--- config.mk ---
export PLATFORM = sky130hd
export DESIGN_NAME = iq_sample_fifo
export DESIGN_NICKNAME = d
export VERILOG_FILES = /design/src/rtl/iq_sample_fifo_pkg.sv /design/src/rtl/iq_fifo_mem.sv /design/src/rtl/iq_sample_fifo.sv
export SDC_FILE = /design/constraint.sdc
export NUM_CORES = 1
export LEC_CHECK = 0
export CAP_MARGIN = 40
export CORE_UTILIZATION = 29
export CTS_CLUSTER_DIAMETER = 30
export DETAILED_ROUTE_END_ITERATION = 8
export SYNTH_ARGS = -nofsm -noshare
export SYNTH_HDL_FRONTEND = slang
export SYNTH_HIERARCHICAL = 1
export SYNTH_SLANG_ARGS = --single-unit
--- constraint.sdc ---
create_clock -name clk_adc -period 6.7 [get_ports clk_adc]
set_clock_uncertainty 0.1 [all_clocks]
set_input_delay 1.34 -clock clk_adc [delete_from_list [all_inputs] [get_ports clk_adc]]
set_output_delay 1.34 -clock clk_adc [all_outputs]
set_load 0.01 [all_outputs]
--- src/rtl/iq_sample_fifo_pkg.sv ---
// iq_sample_fifo_pkg: shared baseband defaults for the IQ sample FIFO.
//   ADC_IQ_WIDTH_DEF - default signed width of each I and Q sample
//   DROP_CNT_WIDTH   - width of the saturating drop counter
//   iq_pack_width()  - width of one packed {I,Q} word
package iq_sample_fifo_pkg;
    localparam int ADC_IQ_WIDTH_DEF = 12;
    localparam int DROP_CNT_WIDTH = 16;
    function automatic int iq_pack_width(input int w);
        return 2 * w;
    endfunction
endpackage

--- src/rtl/iq_fifo_mem.sv ---
// iq_fifo_mem: simple dual-port array, synchronous write, asynchronous read.
//   clk     - write clock
//   we      - write enable
//   wr_addr - write address, wr_data - word written
//   rd_addr - read address, rd_data - word at rd_addr (combinational)
module iq_fifo_mem #(
    parameter int WIDTH = 24,
    parameter int AW = 6
) (
    input  logic             clk,
    input  logic             we,
    input  logic [AW-1:0]    wr_addr,
    input  logic [WIDTH-1:0] wr_data,
    input  logic [AW-1:0]    rd_addr,
    output logic [WIDTH-1:0] rd_data
);
    logic [WIDTH-1:0] mem [2**AW];

    always_ff @(posedge clk) begin
        if (we) mem[wr_addr] <= wr_data;
    end

    assign rd_data = mem[rd_addr];
endmodule

--- src/rtl/iq_sample_fifo.sv ---
// iq_sample_fifo: IQ sample FIFO with valid/ready output, fill level and drop tracking.
//   clk_adc, rstn          - baseband clock, async active-low reset
//   en, flush              - write enable, synchronous clear
//   iq_valued, i_data, q_data - sample strobe and signed I/Q sample
//   m_valid, m_data, m_ready  - output stream, m_data = {I,Q}
//   level, half_full       - stored entries, level >= half depth
//   overflow, drop_cnt, ovf_clr - sticky drop flag, saturating drop count, clear
module iq_sample_fifo
    import iq_sample_fifo_pkg::*;
#(
    parameter int ADC_IQ_WIDTH = ADC_IQ_WIDTH_DEF,
    parameter int DEPTH_LOG2 = 6
) (
    input  logic                                    clk_adc,
    input  logic                                    rstn,
    input  logic                                    en,
    input  logic                                    flush,
    input  logic                                    iq_valued,
    input  logic [ADC_IQ_WIDTH-1:0]                 i_data,
    input  logic [ADC_IQ_WIDTH-1:0]                 q_data,
    output logic                                    m_valid,
    output logic [iq_pack_width(ADC_IQ_WIDTH)-1:0]  m_data,
    input  logic                                    m_ready,
    output logic [DEPTH_LOG2:0]                     level,
    output logic                                    half_full,
    output logic                                    overflow,
    input  logic                                    ovf_clr,
    output logic [DROP_CNT_WIDTH-1:0]               drop_cnt
);
    localparam int PW = iq_pack_width(ADC_IQ_WIDTH);
    localparam logic [DEPTH_LOG2:0] PTR_ONE = {{DEPTH_LOG2{1'b0}}, 1'b1};
    localparam logic [DROP_CNT_WIDTH-1:0] CNT_ONE = {{(DROP_CNT_WIDTH-1){1'b0}}, 1'b1};

    logic [DEPTH_LOG2:0] wr_ptr, rd_ptr;
    logic [PW-1:0] rd_data;
    logic push_req, pop, full, push, drop;

    // level never exceeds the depth, so its top bit alone marks full,
    // and the top two bits together cover level >= depth/2
    assign level     = wr_ptr - rd_ptr;
    assign full      = level[DEPTH_LOG2];
    assign half_full = level[DEPTH_LOG2] | level[DEPTH_LOG2-1];
    assign m_valid   = |level;
    assign m_data    = m_valid ? rd_data : '0;

    always_comb begin
        push_req = en && iq_valued && !flush;
        pop      = m_valid && m_ready && !flush;
        // a pop in the same cycle frees the slot the push lands in
        push     = push_req && (!full || pop);
        drop     = push_req && full && !pop;
    end

    iq_fifo_mem #(.WIDTH(PW), .AW(DEPTH_LOG2)) u_mem (
        .clk     (clk_adc),
        .we      (push),
        .wr_addr (wr_ptr[DEPTH_LOG2-1:0]),
        .wr_data ({i_data, q_data}),
        .rd_addr (rd_ptr[DEPTH_LOG2-1:0]),
        .rd_data (rd_data)
    );

    always_ff @(posedge clk_adc or negedge rstn) begin
        if (!rstn) begin
            wr_ptr <= '0;
            rd_ptr <= '0;
        end else if (flush) begin
            wr_ptr <= '0;
            rd_ptr <= '0;
        end else begin
            if (push) wr_ptr <= wr_ptr + PTR_ONE;
            if (pop) rd_ptr <= rd_ptr + PTR_ONE;
        end
    end

    // a drop coinciding with ovf_clr restarts the count at one
    always_ff @(posedge clk_adc or negedge rstn) begin
        if (!rstn) begin
            overflow <= 1'b0;
            drop_cnt <= '0;
        end else if (drop) begin
            overflow <= 1'b1;
            drop_cnt <= ovf_clr ? CNT_ONE : (&drop_cnt ? drop_cnt : drop_cnt + CNT_ONE);
        end else if (ovf_clr) begin
            overflow <= 1'b0;
            drop_cnt <= '0;
        end
    end
endmodule
# Word-level counts from Yosys, hierarchy flattened
# Memories as Yosys holds them, arrays and structs flattened.
# Cells that the tools add are included.
classes:
  n_eq_ne: 1
  bitwise: 1
  n_addsub: 4
  n_mux: 13
  reduce_logical: 17
ops:
  columns: ["cell", "count"]
  rows:
  - ["16-bit 2-to-1 mux", 4]
  - ["7-bit 2-to-1 mux", 4]
  - ["24-bit 2-to-1 mux", 1]
  - ["16-bit by 1-bit adder with 16-bit output, second input constant", 1]
  - ["16-bit AND reduction", 1]
  - ["7-bit by 1-bit adder with 7-bit output, second input constant", 2]
  - ["1-bit logical AND", 7]
  - ["7-bit OR reduction", 1]
  - ["7-bit subtractor", 1]
  - ["2-bit nonzero test", 3]
  - ["1-bit 2-to-1 mux", 4]
  - ["1-bit logical NOT", 3]
  - ["2-bit != test, second input constant", 1]
  - ["2-bit AND reduction", 1]
  - ["1-bit logical OR", 1]
  - ["1-bit OR", 1]
totals:
  out_inout_bits: 50
  ram_bits: 1536
  n_memories: 1
  in_bits: 31
  reg_bits: 31
mem_list:
  columns: ["memory", "words", "width", "rd", "rd_clocked_by_memory_dff", "write_ports", "line_no", "rtl"]
  rows:
  - ["u_mem.mem", 64, 24, 1, 0, 1, "iq_fifo_mem.sv:17", "logic [WIDTH-1:0] mem [2**AW];"]

# Longest topological paths before layout
# Gate-level depths: netlist of the first run.
depth:
  depth_word: 8
  mapped_depth: 12
  depth_no_buf: 11

# Modules after synthesis
# Netlist of the first run, hierarchy kept.
by_module_without_submodules:
  columns: ["module", "cells_per_inst", "area_per_inst_um2", "seq_area_each_um2", "n_inst"]
  rows:
  - ["iq_fifo_mem", 2586, 58815.2, 46124.2, 1]
  - ["iq_sample_fifo", 259, 2233.4, 775.7, 1]

# Worst setup path after synthesis of the first run
# OpenSTA, ideal clock, no wires.
synth_timing:
  path_kind: "register -> register"
  from: "register wr_ptr[0]"
  to: "memory u_mem.mem[48][0] (enable)"
  path_stages_with_launch: 13
  path_buffers: 1
  setup_slack_ns: 1.941
  setup_time_ns: 0.435
  arrival_ns: 4.224
  synth_period_minus_slack_ns: 4.759
  path_cell_list: "dfrtp_1 -> inv_1 -> ha_1 -> fa_1 -> nand2b_1 -> a21o_1 -> a211oi_2 -> buf_4 -> o21ai_1 -> inv_1 -> nor2b_1 -> nand4b_1 -> nor3_1"
synth_via:
  elab_chain_cells: 8
synth_rtl:
  columns: ["item", "line_no", "rtl"]
  rows:
  - ["start, declared", "iq_sample_fifo.sv:34", "logic [DEPTH_LOG2:0] wr_ptr, rd_ptr;"]
  - ["start signal, assigned", "iq_sample_fifo.sv:71", "if (push) wr_ptr <= wr_ptr + PTR_ONE;"]
  - ["7-bit subtractor (*)", "iq_sample_fifo.sv:40", "assign level = wr_ptr - rd_ptr;"]
  - ["7-bit OR reduction", "iq_sample_fifo.sv:43", "assign m_valid = |level;"]
  - ["1-bit logical AND (2 in series)", "iq_sample_fifo.sv:48", "pop = m_valid && m_ready && !flush;"]
  - ["1-bit logical OR (*)", "iq_sample_fifo.sv:50", "push = push_req && (!full || pop);"]
  - ["1-bit logical AND (*)", "iq_sample_fifo.sv:50", null]
  - ["named net push", "iq_sample_fifo.sv:36", "logic push_req, pop, full, push, drop;"]
  - ["1-bit 2-to-1 mux (*)", "iq_fifo_mem.sv:20", "if (we) mem[wr_addr] <= wr_data;"]
  - ["1-bit 2-to-1 mux (not written as such) (*)", "iq_fifo_mem.sv:20", null]
  - ["end, declared", "iq_fifo_mem.sv:17", null]
# The timed path passes the listed nets; every way through them passes the cells marked *.

# Final worst setup path of the first run
layout_timing:
  from: "register rd_ptr[0]"
  to: "output port m_data[7]"
layout_lines:
  columns: ["item", "line_no", "rtl"]
  rows:
  - ["start, declared", "iq_sample_fifo.sv:34", null]
  - ["start signal, assigned", "iq_sample_fifo.sv:72", "if (pop) rd_ptr <= rd_ptr + PTR_ONE;"]
  - ["memory 64 x 24 bit", null, null]
  - ["named net rd_data[7]", "iq_sample_fifo.sv:35", "logic [PW-1:0] rd_data;"]
  - ["24-bit 2-to-1 mux", "iq_sample_fifo.sv:44", "assign m_data = m_valid ? rd_data : '0;"]
  - ["end, declared", "iq_sample_fifo.sv:22", "output logic [iq_pack_width(ADC_IQ_WIDTH)-1:0] m_data,"]
# The timed path passes the listed nets, and every way through them passes these cells.

==> results.py, run 1 <==
metrics = {
    "worst_setup_path": {
        "rrSetupSlack_ns": 1.76,
        "cp.arrival_ns": 4.72,
        "crit_type": "flip-flop to output port",
        "critical_path.startpoint_type": "flip-flop",
        "cp_top_family": "buffers and inverters",
        "path_max_fanout": 49,
        "critPathRequiredTime_ns": 5.26,
        "ff2ff_path_depth": 12,
        "setup.worst_path.end_class": "output port",
        "crit_top_cell": "buf_12",
        "cp_num_cells": 9,
        "r2r-end": "u_mem/mem[62][13]",
        "crit_chain": "buf_12 -> buf_12 -> mux4_2 -> mux2_2 -> o22ai_1 -> a221oi_1 -> o21a_1 -> nor2b_1 -> clkdlybuf4s50_1",
        "regToRegStartpoint": "rd_ptr[0]",
        "crit_buf_inv": 3,
        "cp_slowest_stage_delay_ns": 0.68,
        "cp_slowest_cell": "dfrtp_4",
    },
    "drt": {
        "firstDrtPassIters": 5,
        "routed_wl_um": 155500,
        "ant_nets": 0,
        "drt-wirelength-per-cell_um": 25.00,
        "routed-via-count": 30740,
        "drtIter0Drc": 3318,
        "remaining_drc_errors": 0,
        "via_per_inst": 4.941,
    },
    "sta": {
        "finalCritPeriodShare_pct": 91.93,
        "post-route-min-period_ns": 6.159,
        "tightest_slew_ns": 0.8808,
        "tns_ns": 0,
        "fmax_mhz": 162.4,
        "slew_headroom_pct": 41.28,
        "hold_viol": 0,
        "drv_slew": 0,
        "finalSetupViolCount": 0,
        "rsz0062_at_grt": "false",
    },
    "grt": {
        "grt-ovfl-total": 0,
        "grt_pass1_wl_um": 223000,
        "grt_pass1_vias": 31420,
        "grt_max_degree": 111,
        "track_usage_pct": 14.54,
        "grt_antenna_before_repair": 14,
    },
    "run_status": {
        "status": "finished clean",
    },
    "logic_synthesis": {
        "syn_inst": 2845,
        "syn_nets": 2886,
        "synth_compound_area_share_pct": 2.826,
        "synth_fa_ha_area_share_pct": 0.2172,
        "seq_area_frac_synth_pct": 76.82,
        "ys_types": 63,
        "ys.flop_type": "edfxtp_1",
        "synth_area_leader_cell": "edfxtp_1",
        "synthMuxAreaShare_pct": 15.72,
        "syn_avg_cell_area_um2": 21.46,
        "syn_area_um2": 61050,
        "yosys.area_share.simple_pct": 2.658,
        "synth_xor_area_share_pct": 0.2582,
        "synth_top_family_by_area": "multiplexers",
        "yosys.area.top_type_share_pct": 75.55,
        "async_flop_share_pct": 1.978,
        "ys_seq_elements": 1567,
        "yosys_warnings": 6,
        "synth-edff-count": 1536,
        "synth.area.top_cells": "edfxtp_1, mux4_2, mux2i_1",
    },
    "clock_tree": {
        "h-tree-depth": 5,
        "cts_hold_buf": 0,
        "cts_root_buffer": "clkbuf_16",
        "cts_resized": 0,
        "cts_tree": "done",
        "cts_setup_buffers": 0,
        "insertion_delay_ns": 0.85,
        "clk_pin_slew_ns": 0.04,
        "clkSinkCount": 1567,
        "cts_buffer_depth": 4,
        "cts_made_buffers": 297,
    },
    "hold_path": {
        "hp-start": "overflow",
        "whs_path_depth": 1,
        "min_path_type": "flip-flop to flip-flop",
        "worst_hold_path.endpoint": "overflow",
    },
    "cells_and_area": {
        "areaGrowthSynthToFinish_pct": 23.79,
        "layout_common_cells": "edfxtp_1, mux4_2, clkbuf_16",
        "final_common_cell": "edfxtp_1",
        "drive_above_1_share_pct": 32.30,
        "layout.cells.non_filler": 6221,
        "fin_util_pct": 36.10,
        "regArea_um2": 46920,
        "multi_input_area_um2": 13400,
        "nets": 3240,
        "fillers": 19120,
    },
    "placed_design": {
        "hpwl_um": 87230,
        "port_buffers": 80,
        "dp.cells": 5705,
        "gp_congestion": 0.7851,
    },
    "power_and_ir_drop": {
        "power_frac_comb_pct": 8.2,
        "ir_drop_mv": 0.3592,
        "p_int_uw": 21350,
        "switching_share_pct": 22.33,
        "p_switching_uw": 6137,
        "clock_power_share_pct": 52.4,
        "power.density_nw_per_um2": 363.8,
        "leakagePower_uw": 0.02340,
        "seqPwrFrac_pct": 39.4,
    },
    "floorplan": {
        "die-width_um": 460.8,
        "fp.dieArea_um2": 212400,
        "coreArea_um2": 209400,
        "boundaryPins": 81,
        "fp.dieH_um": 460.8,
        "num_rows": 168,
        "start_util_pct": 29.16,
    },
    "run": {
        "drv_cap": 0,
    },
}
[power groups by stage]
| stage | clock network [uW] | logic (uW) | registers, uW |
|---|---|---|---|
| after global placement | 0 | 2260 | 11000 |
| after detailed placement | 0 | 2290 | 11000 |
| after floorplan | 0 | 1450 | 11000 |
| final | 14400 | 2250 | 10800 |
| after CTS | 14600 | 2300 | 10800 |
| after global routing | 15000 | 2400 | 10800 |
[metal layers]
layer | wire length (um) | GRT usage [%] | vias to the layer above
met3 | 11810 | 2.860 | 298
met2 | 74310 | 23.12 | 1396
met1 | 64990 | 19.82 | 16250
li1 | - | - | 12790
met4 | 4442 | 4.990 | 0
met5 | 0 | 0 | -
[how the worst max path moves through the flow]
stage,from,to,slack [ns]
3_5_place_dp,rd_ptr[0],m_data[10],1.36
6_report,rd_ptr[0],m_data[7],0.54
4_1_cts,rd_ptr[0],m_data[10],0.47
3_3_place_gp,rd_ptr[0],m_data[10],1.31
2_1_floorplan,wr_ptr[0],u_mem/mem[48][0],1.94
5_1_grt,rd_ptr[0],m_data[10],0.35
[cells in the mapped netlist, types with 3 or more instances]
library cell  instances
buf_6                10
a21oi_1              35
mux4_2              355
o21ai_1              13
or3_1                19
dfrtp_1              31
buf_2                48
or3b_2                3
o21ai_0              18
ha_1                  9
nand2b_1              9
a22oi_1              29
buf_1                13
o211ai_1              3
a221oi_1             53
nor2b_1              34
nand3b_1              3
nand3_1              27
buf_4                32
edfxtp_1           1536
or2_2                 4
nand2_1              48
o21a_1               15
inv_1                19
and2_1                8
mux2_2               54
clkbuf_1             49
xnor2_1              16
and3_1               17
nor3_1               11
nand4_1              10
a31oi_1              13
nor2_1              109
mux2i_1              99
o22ai_1              53
a221o_1               4
[worst register-to-register path, cell delays in order (launching register included)]
cell,delay [ns]
dfrtp_4,0.64
ha_1,0.29
fa_1,0.41
nand2b_1,0.20
a21o_1,0.18
a211oi_2,0.24
buf_4,0.32
o21ai_1,0.19
inv_1,0.20
nor2b_1,0.28
nand3_1,0.49
nor2_2,0.70
buf_4,0.39
[cell type report]
class                   instances  share of cell area [%]
repair buffers                208                   2.599
multi-input cells            1103                   17.73
flip-flops and latches       1567                   62.08
diodes                          1                0.003311
well taps                    2805                   4.644
clock inverters               181                   2.614
clock buffers                 334                   10.21
inverters                      22                  0.1093
[sequential cells by signal, summed over array words and instances (netlist names)]
name       flops
rd_ptr         7
wr_ptr         7
drop_cnt      16
overflow       1
u_mem/mem   1536
[cell families (layout without fill, tap and decap cells)]
logic type	count (synthesis)	after routing
flops	1567	1567
mux	508	508
simple gates	318	318
compound gates	249	249
buf+inv	175	745
xor+xnor	18	18
fa+ha+maj	10	10
other cells	0	1
[per-stage QoR]
stage	setup slack, ns	power, uW	hold slack, ns	instance area (um^2)
2_1_floorplan	1.941	12440	0.4140	61050
3_3_place_gp	1.313	13280	0.4168	65570
3_5_place_dp	1.359	13310	0.4464	65870
4_1_cts	0.4707	27730	0.4544	75570
5_1_grt	0.3541	28260	0.4629	75570
6_report	0.5407	27490	0.4545	75570
No activity file was read; power rests on OpenSTA's default activity.
==> inputs of run 2 (changes only) <==
- CELL_PAD_IN_SITES_DETAIL_PLACEMENT: not set -> 1
- CELL_PAD_IN_SITES_GLOBAL_PLACEMENT: not set -> 1
- HOLD_SLACK_MARGIN: not set -> 0.12
- PLACE_DENSITY_LB_ADDON: not set -> 0.1
==> run 2 against run 1 <==
Effect of this change:
- via count increased by 2.5%
- total power increased by 17%
- count of clock-buffer cells in the layout increased by 119
- sequential power about the same
- cell area increased by 5.3%
- die area unchanged
- clock power increased by 32%
- critical path type unchanged
- maximum frequency decreased by 0.10%
==> results.py, run 2 (synthesis gave the netlist of run 1 again) <==
metrics = {
    "floorplan": {
        "fp.dieArea_um2": 212400,
        "coreArea_um2": 209400,
        "fp.dieH_um": 460.8,
        "start_util_pct": 29.16,
        "die-width_um": 460.8,
        "boundaryPins": 81,
        "num_rows": 168,
    },
    "sta": {
        "timing.hold.ws_ns": 0.3984,
        "hold_viol": 0,
        "rsz0062_at_grt": "false",
        "finalCritPeriodShare_pct": 92.02,
        "tightest_slew_ns": 0.9905,
        "drv_slew": 0,
        "finalSetupViolCount": 0,
        "fmax_mhz": 162.2,
        "slew_headroom_pct": 33.97,
        "tns_ns": 0,
        "finalWorstSetupSlack_ns": 0.5345,
        "post-route-min-period_ns": 6.166,
    },
    "placed_design": {
        "port_buffers": 80,
        "hpwl_um": 105400,
        "dp.cells": 5735,
        "dp_slack_ns": 1.344,
        "gp_congestion": 0.7520,
    },
    "clock_tree": {
        "cts_hold_buf": 0,
        "h-tree-depth": 5,
        "cts_setup_buffers": 0,
        "insertion_delay_ns": 0.91,
        "cts_buffer_depth": 4,
        "cts_root_buffer": "clkbuf_16",
        "cts_made_buffers": 400,
        "cts_resized": 0,
        "clk_pin_slew_ns": 0.04,
        "cts_tree": "done",
        "clkSinkCount": 1567,
    },
    "drt": {
        "remaining_drc_errors": 0,
        "routed_wl_um": 187200,
        "drtIter0Drc": 2325,
        "drt-wirelength-per-cell_um": 28.99,
        "firstDrtPassIters": 5,
        "ant_nets": 0,
        "via_per_inst": 4.879,
        "routed-via-count": 31510,
    },
    "cells_and_area": {
        "nets": 3374,
        "regMostFlops": "u_mem/mem",
        "layout_common_cells": "edfxtp_1, clkbuf_16, mux4_2",
        "fin_util_pct": 37.99,
        "drive_above_1_share_pct": 35.52,
        "final_common_cell": "edfxtp_1",
        "reg_top3": "u_mem/mem (1536), drop_cnt (16)",
        "areaGrowthSynthToFinish_pct": 30.30,
        "layout.cells.non_filler": 6457,
        "largest_reg_flops": 1536,
    },
    "run_status": {
        "status": "finished clean",
    },
    "power_and_ir_drop": {
        "power.density_nw_per_um2": 404.6,
        "ir_drop_mv": 0.2453,
        "leakagePower_uw": 0.02539,
    },
    "grt": {
        "top_usage_layer": "met2",
        "track_usage_pct": 17.74,
        "grt_use_met1_pct": 23.87,
        "use_met2_pct": 29.02,
        "grt-ovfl-total": 0,
        "grt_antenna_before_repair": 7,
        "use_met3_pct": 3.113,
        "grt_pass1_wl_um": 264900,
        "grt_pass1_vias": 34580,
        "grt_max_degree": 104,
    },
    "worst_setup_path": {
        "cp.arrival_ns": 4.73,
        "critical_path.startpoint_type": "flip-flop",
        "crit_type": "flip-flop to output port",
        "regToRegStartpoint": "rd_ptr[0]",
        "rrSetupSlack_ns": 1.77,
        "path_max_fanout": 23,
        "critPathRequiredTime_ns": 5.26,
        "critPathLaunch": "rd_ptr[0]",
        "setup.worst_path.end_class": "output port",
    },
    "hold_path": {
        "min_path_type": "flip-flop to flip-flop",
        "hp-start": "overflow",
    },
    "run": {
        "drv_cap": 0,
    },
}
-- run 2: cell count changes in the layout (fill, tap and decap cells not counted), sizes merged --
cell      previous run  this run
bufinv              33        64
inv                 44        32
buf                152       183
clkinvlp            35        38
clkbuf             334       453
clkinv              91       155
-- run 2: power by group --
part / total, uW / internal (uW) / switching (uW) / leakage [uW]
Combinational: 2330 / 1040 / 1290 / 0.00469
Sequential: 10900 / 10800 / 36.1 / 0.0142
Clock: 19000 / 13300 / 5670 / 0.00648
Total: 32200 / 25200 / 6990 / 0.0254
-- run 2: critical path, cell delays in order, from the launching register on --
cell and delay, ns:
dfrtp_4 0.73, buf_4 0.52, mux4_2 0.60, mux2_2 0.31, o22ai_1 0.45, a221oi_1 0.26, o21a_1 0.29, nor2b_1 0.15
clkdlybuf4s50_1 0.49
-- run 2: final cells by class --
| cell class | instances | area [um^2] |
|---|---|---|
| fill | 20070 | 129800 |
| sequential | 1567 | 46920 |
| multi-input combinational | 1103 | 13400 |
| clock buffer | 453 | 10290 |
| tap | 2805 | 3510 |
| clock inverter | 267 | 3103 |
| timing repair buffer | 239 | 2236 |
| inverter | 22 | 82.58 |
| antenna | 1 | 2.502 |
-- run 2: per-stage QoR --
stage | instance area, um^2 | power [uW]
final | 79550 | 32180
after global routing | 79550 | 33130
after CTS | 79530 | 32590
after detailed placement | 66130 | 13400
after global placement | 65860 | 13370
after floorplan | 61050 | 12440
-- run 2: layer usage --
metal,wire (um),share of wire [%]
met1,84040,45
met2,90560,48
met3,7672,4.1
met4,4923,2.6
met5,0,0
-- run 2: path summary, 6_finish.rpt --
path,to,cells past startpoint
setup / recovery,m_data[14],8
hold / removal,overflow,1
setup reg to reg,u_mem/mem[63][14],11
hold reg to reg,overflow,1
max in group asynchronous,rd_ptr[1],2
min in group asynchronous,wr_ptr[4],2
